$ cat config.mk
export PLATFORM = sky130hd
export DESIGN_NAME = mram_serial_host
export DESIGN_NICKNAME = d
export VERILOG_FILES = /design/src/rtl/mram_serial_host.sv
export SDC_FILE = /design/constraint.sdc
export NUM_CORES = 1
export LEC_CHECK = 0
export ABC_AREA = 1
export CORE_ASPECT_RATIO = 0.5
export CORE_MARGIN = 4
export CORE_UTILIZATION = 49
export CTS_CLUSTER_SIZE = 16
export DETAILED_ROUTE_END_ITERATION = 8
export GPL_TIMING_DRIVEN = 0
export PLACE_DENSITY = 0.77
export SYNTH_ARGS = -nofsm -noshare
export SYNTH_HDL_FRONTEND = slang
export SYNTH_SLANG_ARGS = --single-unit
$ cat constraint.sdc
create_clock -name clk -period 1.6 [get_ports clk]
set_input_delay 0.48 -clock clk [delete_from_list [all_inputs] [get_ports clk]]
set_output_delay 0.48 -clock clk [all_outputs]
set_load 0.02 [all_outputs]
$ cat src/rtl/mram_serial_host.sv
// ---------------------------------------------------------------------------
// mram_serial_host
//
// Host-side initiator for the serial MRAM bridge. One parallel command
// (address, write data, byte select, read/write) is accepted per valid/ready
// handshake and turned into a serial frame: read_write_sel is held for the
// whole frame while the address and write data are shifted out MSB first.
// For reads, the data the bridge returns serially on rdata_sdi is collected
// and presented as a parallel response word with a one-cycle rsp_valid.
//
// Ports:
//   clk             in   1       system clock, rising edge
//   rst             in   1       synchronous, active-high reset
//   cmd_valid       in   1       command present
//   cmd_ready       out  1       command accepted when cmd_valid & cmd_ready
//   cmd_write       in   1       1 = write, 0 = read
//   cmd_bytes       in   2       [0] lower byte, [1] upper byte; 00 = nop
//   cmd_addr        in   ADDR_W  target address
//   cmd_wdata       in   DATA_W  write data (ignored for reads)
//   read_write_sel  out  3       {bytes[1], bytes[0], write} to the bridge
//   addr_sdo        out  1       serial address bit, MSB first
//   data_sdo        out  1       serial write-data bit, MSB first
//   rdata_sdi       in   1       serial read data from the bridge, MSB first
//   rsp_valid       out  1       one-cycle pulse, rsp_data valid
//   rsp_data        out  DATA_W  captured read word
//   busy            out  1       high in any state other than IDLE
//
// Build option:
//   MRAM_HOST_B2B_EN  when defined, a new command may be accepted on the last
//                     cycle of a write frame so the next frame follows with
//                     no IDLE gap.
// ---------------------------------------------------------------------------
module mram_serial_host #(
    parameter int ADDR_W    = 20,
    parameter int DATA_W    = 16,
    parameter int FRAME_LEN = 23,
    parameter int RESP_DLY  = 2
) (
    input  logic              clk,
    input  logic              rst,
    input  logic              cmd_valid,
    output logic              cmd_ready,
    input  logic              cmd_write,
    input  logic [1:0]        cmd_bytes,
    input  logic [ADDR_W-1:0] cmd_addr,
    input  logic [DATA_W-1:0] cmd_wdata,
    output logic [2:0]        read_write_sel,
    output logic              addr_sdo,
    output logic              data_sdo,
    input  logic              rdata_sdi,
    output logic              rsp_valid,
    output logic [DATA_W-1:0] rsp_data,
    output logic              busy
);

    localparam int HALF = DATA_W / 2;
    localparam int FCW  = $clog2(FRAME_LEN);
    localparam int DCW  = $clog2(RESP_DLY + DATA_W + 1);

    localparam logic [FCW-1:0] FC_ADDR_LAST = FCW'(ADDR_W - 1);
    localparam logic [FCW-1:0] FC_DATA_LAST = FCW'(DATA_W - 1);
    localparam logic [FCW-1:0] FC_LAST      = FCW'(FRAME_LEN - 1);
`ifdef MRAM_HOST_B2B_EN
    localparam logic [FCW-1:0] FC_PRE_LAST  = FCW'(FRAME_LEN - 2);
`endif

    localparam logic [DCW-1:0] DC_FIRST     = DCW'(RESP_DLY);
    localparam logic [DCW-1:0] DC_LAST_FULL = DCW'(RESP_DLY + DATA_W - 1);
    localparam logic [DCW-1:0] DC_LAST_HALF = DCW'(RESP_DLY + HALF - 1);

    typedef enum logic [1:0] {
        IDLE,
        SHIFT,
        COMMIT,
        DRAIN
    } state_t;

    state_t            state_q;
    logic [FCW-1:0]    fc_q;
    logic [DCW-1:0]    dc_q;
    logic              write_q;
    logic [1:0]        bytes_q;
    logic [ADDR_W-2:0] addrSh_q;
    logic [DATA_W-2:0] dataSh_q;
    logic [DATA_W-2:0] rxSh_q;

    logic              cmd_ready_q;
    logic [2:0]        rws_q;
    logic              addr_sdo_q;
    logic              data_sdo_q;
    logic              rsp_valid_q;
    logic [DATA_W-1:0] rsp_data_q;

    logic              handshake;
    logic [DCW-1:0]    dcLast;
    logic [DATA_W-1:0] rxWord;
    logic [DATA_W-1:0] rspWord_d;

    // The response word includes the bit being sampled this cycle, so the
    // final sample and the response update land on the same edge. A half-word
    // read only uses the last HALF samples, placed by the byte select.
    always_comb begin
        handshake = cmd_valid & cmd_ready_q;
        dcLast    = (bytes_q == 2'b11) ? DC_LAST_FULL : DC_LAST_HALF;
        rxWord    = {rxSh_q, rdata_sdi};
        rspWord_d = '0;
        case (bytes_q)
            2'b11:   rspWord_d = rxWord;
            2'b10:   rspWord_d = {rxWord[HALF-1:0], {HALF{1'b0}}};
            default: rspWord_d = {{HALF{1'b0}}, rxWord[HALF-1:0]};
        endcase
    end

    // Main FSM. Every output is a flop loaded with the value it must show in
    // the following cycle, so the first address/data bit is loaded at the
    // handshake and each later bit comes from the top of a shift register.
    // cmd_ready is only ever high where a new command may legally start, so
    // the command load at the bottom can override whatever the state branch
    // chose for the same edge.
    always_ff @(posedge clk) begin
        if (rst) begin
            state_q     <= IDLE;
            fc_q        <= '0;
            dc_q        <= '0;
            write_q     <= 1'b0;
            bytes_q     <= 2'b00;
            addrSh_q    <= '0;
            dataSh_q    <= '0;
            rxSh_q      <= '0;
            cmd_ready_q <= 1'b0;
            rws_q       <= 3'b000;
            addr_sdo_q  <= 1'b0;
            data_sdo_q  <= 1'b0;
            rsp_valid_q <= 1'b0;
            rsp_data_q  <= '0;
        end else begin
            rsp_valid_q <= 1'b0;

            case (state_q)
                IDLE: begin
                    cmd_ready_q <= 1'b1;
                    rws_q       <= 3'b000;
                    addr_sdo_q  <= 1'b0;
                    data_sdo_q  <= 1'b0;
                end

                SHIFT: begin
                    fc_q       <= fc_q + 1'b1;
                    addrSh_q   <= addrSh_q << 1;
                    dataSh_q   <= dataSh_q << 1;
                    addr_sdo_q <= (fc_q < FC_ADDR_LAST) ? addrSh_q[ADDR_W-2] : 1'b0;
                    data_sdo_q <= (write_q && (fc_q < FC_DATA_LAST)) ? dataSh_q[DATA_W-2] : 1'b0;
                    if (fc_q == FC_ADDR_LAST) begin
                        state_q <= COMMIT;
                    end
                end

                COMMIT: begin
                    addr_sdo_q <= 1'b0;
                    data_sdo_q <= 1'b0;
                    if (fc_q == FC_LAST) begin
                        rws_q <= 3'b000;
                        if (write_q) begin
                            state_q     <= IDLE;
                            cmd_ready_q <= 1'b1;
                        end else begin
                            state_q <= DRAIN;
                            dc_q    <= '0;
                            rxSh_q  <= '0;
                        end
                    end else begin
                        fc_q <= fc_q + 1'b1;
`ifdef MRAM_HOST_B2B_EN
                        // Open the accept window on the last write cycle.
                        if (write_q && (fc_q == FC_PRE_LAST)) begin
                            cmd_ready_q <= 1'b1;
                        end
`endif
                    end
                end

                DRAIN: begin
                    dc_q <= dc_q + 1'b1;
                    if (dc_q >= DC_FIRST) begin
                        rxSh_q <= {rxSh_q[DATA_W-3:0], rdata_sdi};
                    end
                    if (dc_q == dcLast) begin
                        state_q     <= IDLE;
                        cmd_ready_q <= 1'b1;
                        rsp_valid_q <= 1'b1;
                        rsp_data_q  <= rspWord_d;
                    end
                end

                default: begin
                    state_q <= IDLE;
                end
            endcase

            // Command acceptance. A nop is consumed without driving a frame.
            if (handshake) begin
                write_q  <= cmd_write;
                bytes_q  <= cmd_bytes;
                addrSh_q <= cmd_addr[ADDR_W-2:0];
                dataSh_q <= cmd_wdata[DATA_W-2:0];
                fc_q     <= '0;
                if (cmd_bytes != 2'b00) begin
                    state_q     <= SHIFT;
                    cmd_ready_q <= 1'b0;
                    rws_q       <= {cmd_bytes, cmd_write};
                    addr_sdo_q  <= cmd_addr[ADDR_W-1];
                    data_sdo_q  <= cmd_write & cmd_wdata[DATA_W-1];
                end else begin
                    state_q     <= IDLE;
                    cmd_ready_q <= 1'b1;
                    rws_q       <= 3'b000;
                    addr_sdo_q  <= 1'b0;
                    data_sdo_q  <= 1'b0;
                end
            end
        end
    end

    assign cmd_ready      = cmd_ready_q;
    assign read_write_sel = rws_q;
    assign addr_sdo       = addr_sdo_q;
    assign data_sdo       = data_sdo_q;
    assign rsp_valid      = rsp_valid_q;
    assign rsp_data       = rsp_data_q;
    assign busy           = (state_q != IDLE);

endmodule
==> results.sh <==
export IMPL_outcome="finished with violations"
export IMPL_violations="negative setup slack"
export IMPL_synth_top_family_by_area="simple AND/OR/NAND/NOR gates"
export IMPL_grtUsageTotal_pct=20.1
export IMPL_synth_edf_count=0
export IMPL_reg2regPathDepth=10
export IMPL_switching_share_pct=36.9
export IMPL_synth_xor_area_share_pct=0.824
export IMPL_root_buffer="clkbuf_16"
export IMPL_p_clk_share_pct=25.1
export IMPL_clock_skew_ps=4.42
export IMPL_synthToLayoutAreaGrowth_pct=32.0
export IMPL_cts_made_buffers=9
export IMPL_slew_headroom_pct=58.6
export IMPL_ys_ff_latch=87
export IMPL_hold_path_class="reg -> reg"
export IMPL_nets=744
export IMPL_multi_input_area_um2=2020
export IMPL_ys_seq_area_share_pct=41.0
export IMPL_drv_slew=0
export IMPL_postRouteAntennaNets=0
export IMPL_end_kind="primary output"
export IMPL_start_util_pct=51.7
export IMPL_worst_slack_ps=-11.9
export IMPL_avgSynthCellArea_um2=7.06
export IMPL_overflow=0
export IMPL_required_ps=1120
export IMPL_arrival_ps=1130
export IMPL_rr_startpoint="state_q[0]"
export IMPL_die_y_um=73.9
export IMPL_yosysTopAreaCellShare_pct=41.0
export IMPL_power_frac_comb_pct=39.4
export IMPL_ir_worst_vdd_mv=0.696
export IMPL_gp_congestion=0.917
export IMPL_switching_power_w=0.00295
export IMPL_n_antenna_cell=0
export IMPL_syn_num_nets=654
export IMPL_period_share_pct=101
export IMPL_yosysWarnings=0
export IMPL_clkLatencyLatePin_ps=340
export IMPL_io_buffers=66
export IMPL_tightest_slew_ps=622
export IMPL_ys_async_sr_fraction_pct=0
export IMPL_postSynthCellCount=602
export IMPL_synthTopCellsByArea="dfxtp_1 (41%), nand2_1 (14%), inv_1 (11%), a21oi_1 (4.2%), nand3_1 (2.7%)"
export IMPL_rows=23
export IMPL_wire_per_inst_um=13.2
export IMPL_drcViolationCount=0
export IMPL_worstSetupPathType="reg -> out"
export IMPL_placed_area_um2=5050
export IMPL_hold_end="rsp_data[12]"
export IMPL_intPower_w=0.00504
export IMPL_drt_vias_per_instance=5.01
export IMPL_synth_cell_types=32
export IMPL_drt_wl_total_um=10700
export IMPL_fmax_mhz=620
export IMPL_power_per_cell_area_nw_per_um2=1420
export IMPL_synth_top_area_cell="dfxtp_1"
export IMPL_antenna_found_initial=0
export IMPL_ioPinCount=67
export IMPL_dp_hpwl_um=7250
export IMPL_h_tree_depth=3
export IMPL_ctsHoldBuffers=0
export IMPL_hp_start="rsp_data[12]"
export IMPL_synth_fa_ha_area_share_pct=2.65
export IMPL_synth_compound_area_share_pct=16.2
export IMPL_synth_most_common_cell="nand2_1"
export IMPL_clkTransAtPathRegs_ps=60
export IMPL_r2r_end="rxSh_q[10]"
export IMPL_synth_cell_area_um2=4250
export IMPL_p_leak_nw=2.67
export IMPL_rsz0062_at_grt="yes"
export IMPL_drive_gt1_share_pct=18.7
export IMPL_hold_viol_final=0
export IMPL_drt_iter0_markers=213
export IMPL_grt_pass1_wl_um=16800
export IMPL_grt_pass1_vias=3667
export IMPL_cp_startpoint="state_q[1]"
export IMPL_min_path_cells=2
export IMPL_max_cap_viol_count=0
export IMPL_cp_max_fo=3
export IMPL_ys_flop_type="dfxtp_1"
export IMPL_holdWs_ps=439
export IMPL_ff2ff_setup_slack_ps=20
export IMPL_clock_sinks=87
export IMPL_register_area_um2=1750
export IMPL_synth_common_cells="nand2_1 (159), inv_1 (119), dfxtp_1 (87)"
export IMPL_synth_area_mux_share_pct=0
export IMPL_placeableCoreArea_um2=8230
export IMPL_dieArea_um2=10300
export IMPL_cp_start_kind="flip-flop"
export IMPL_clk_path_buf_depth=2
export IMPL_synthSimpleGateAreaFrac_pct=25.2
export IMPL_vias=4048
export IMPL_grt_max_degree=14
export IMPL_tritoncts="built"
export IMPL_n_fill_cell=679
export IMPL_drt_first_pass_iters=5
export IMPL_finalCriticalPeriod_ps=1610
export IMPL_die_x_um=140
export IMPL_power_frac_seq_pct=35.5
export IMPL_setup_viol=1
export IMPL_fin_area_um2=5610
==> flip-flops by register name, indices dropped and copies added, names as in the netlist <==
name            flops
addrSh_q           19
addr_sdo            1
bytes_q             2
cmd_ready           1
dataSh_q           15
data_sdo            1
dc_q                5
fc_q                5
read_write_sel      3
rsp_data           16
rsp_valid           1
rxSh_q             15
state_q             2
write_q             1
==> layout by cell type, fill, tap and decap left out, types with 16 or more instances in the layout <==
master	count
dfxtp_1	84
nand2_2	18
clkdlybuf4s50_1	42
dlygate4sd2_1	23
a21oi_1	33
nand2_1	155
nor2_2	16
nor2_1	23
nand3_1	22
inv_1	113
==> timing repair <==
| item | in CTS | in global routing |
|---|---|---|
| resized for setup | 64 | 46 |
| setup endpoints to repair | 102 | 74 |
| setup buffers | 2 | 10 |
| pin swaps | 0 | 2 |
| gates cloned | 0 | 2 |
==> critical path, cell delays in order (launching register included) <==
cell and delay [ps]:
dfxtp_4 390, inv_2 60, ha_2 180, inv_2 60, buf_6 110
==> per-layer routing <==
metal  track usage, %  share of wire [%]  up-vias
li1                 -                  -     2056
met1             25.3                 46     1849
met2             34.5                 47      127
met3             5.40                5.9       16
met4             5.59                1.4        0
met5                0                  0        -
==> per-stage QoR <==
| stage | setup slack, ps | std cells | TNS, ps | util (%) | total power, W |
|---|---|---|---|---|---|
| floorplan | 14.6 | 602 | 0 | - | 0.00483 |
| global placement | -532 | 780 | -30450 | 61.4 | 0.00545 |
| detailed placement | -577 | 780 | -32450 | 61.4 | 0.00552 |
| CTS | 4.90 | 797 | 0 | 65.7 | 0.00764 |
| global route | -80.2 | 808 | -1330 | 68.2 | 0.00849 |
| finish | -11.9 | 808 | -11.9 | 68.2 | 0.00798 |
==> cell families after synthesis <==
kind of cell | Yosys count
simple gates | 249
buf+inv | 148
compound gates | 105
flops | 87
fa+ha+maj | 9
xor+xnor | 4
==> how the worst max path moves through the flow <==
stage	cells past startpoint	to	slack [ps]
final	4	busy	-10
after global routing	7	fc_q[3]	-80
after CTS	10	dataSh_q[5]	5
after detailed placement	8	addrSh_q[14]	-580
after global placement	8	addrSh_q[6]	-530
after floorplan	10	rxSh_q[0]	10
==> final cells by class <==
type                    count  area share, %
multi-input cells         367           36.0
flip-flops and latches     87           31.2
repair buffers             80           13.4
inverters                 122           8.31
clock buffers              12           4.75
plain buffers              25           3.59
well taps                 112           2.50
clock inverters             3          0.312
==> power by group through the flow <==
stage	sequential [W]	combinational, W	clock, W
6_report	0.00284	0.00314	0.00201
3_3_place_gp	0.00284	0.00261	0
5_1_grt	0.00288	0.00349	0.00211
4_1_cts	0.00281	0.00280	0.00203
2_1_floorplan	0.00283	0.00200	0
3_5_place_dp	0.00285	0.00267	0
No activity file was read; power rests on OpenSTA's default activity.
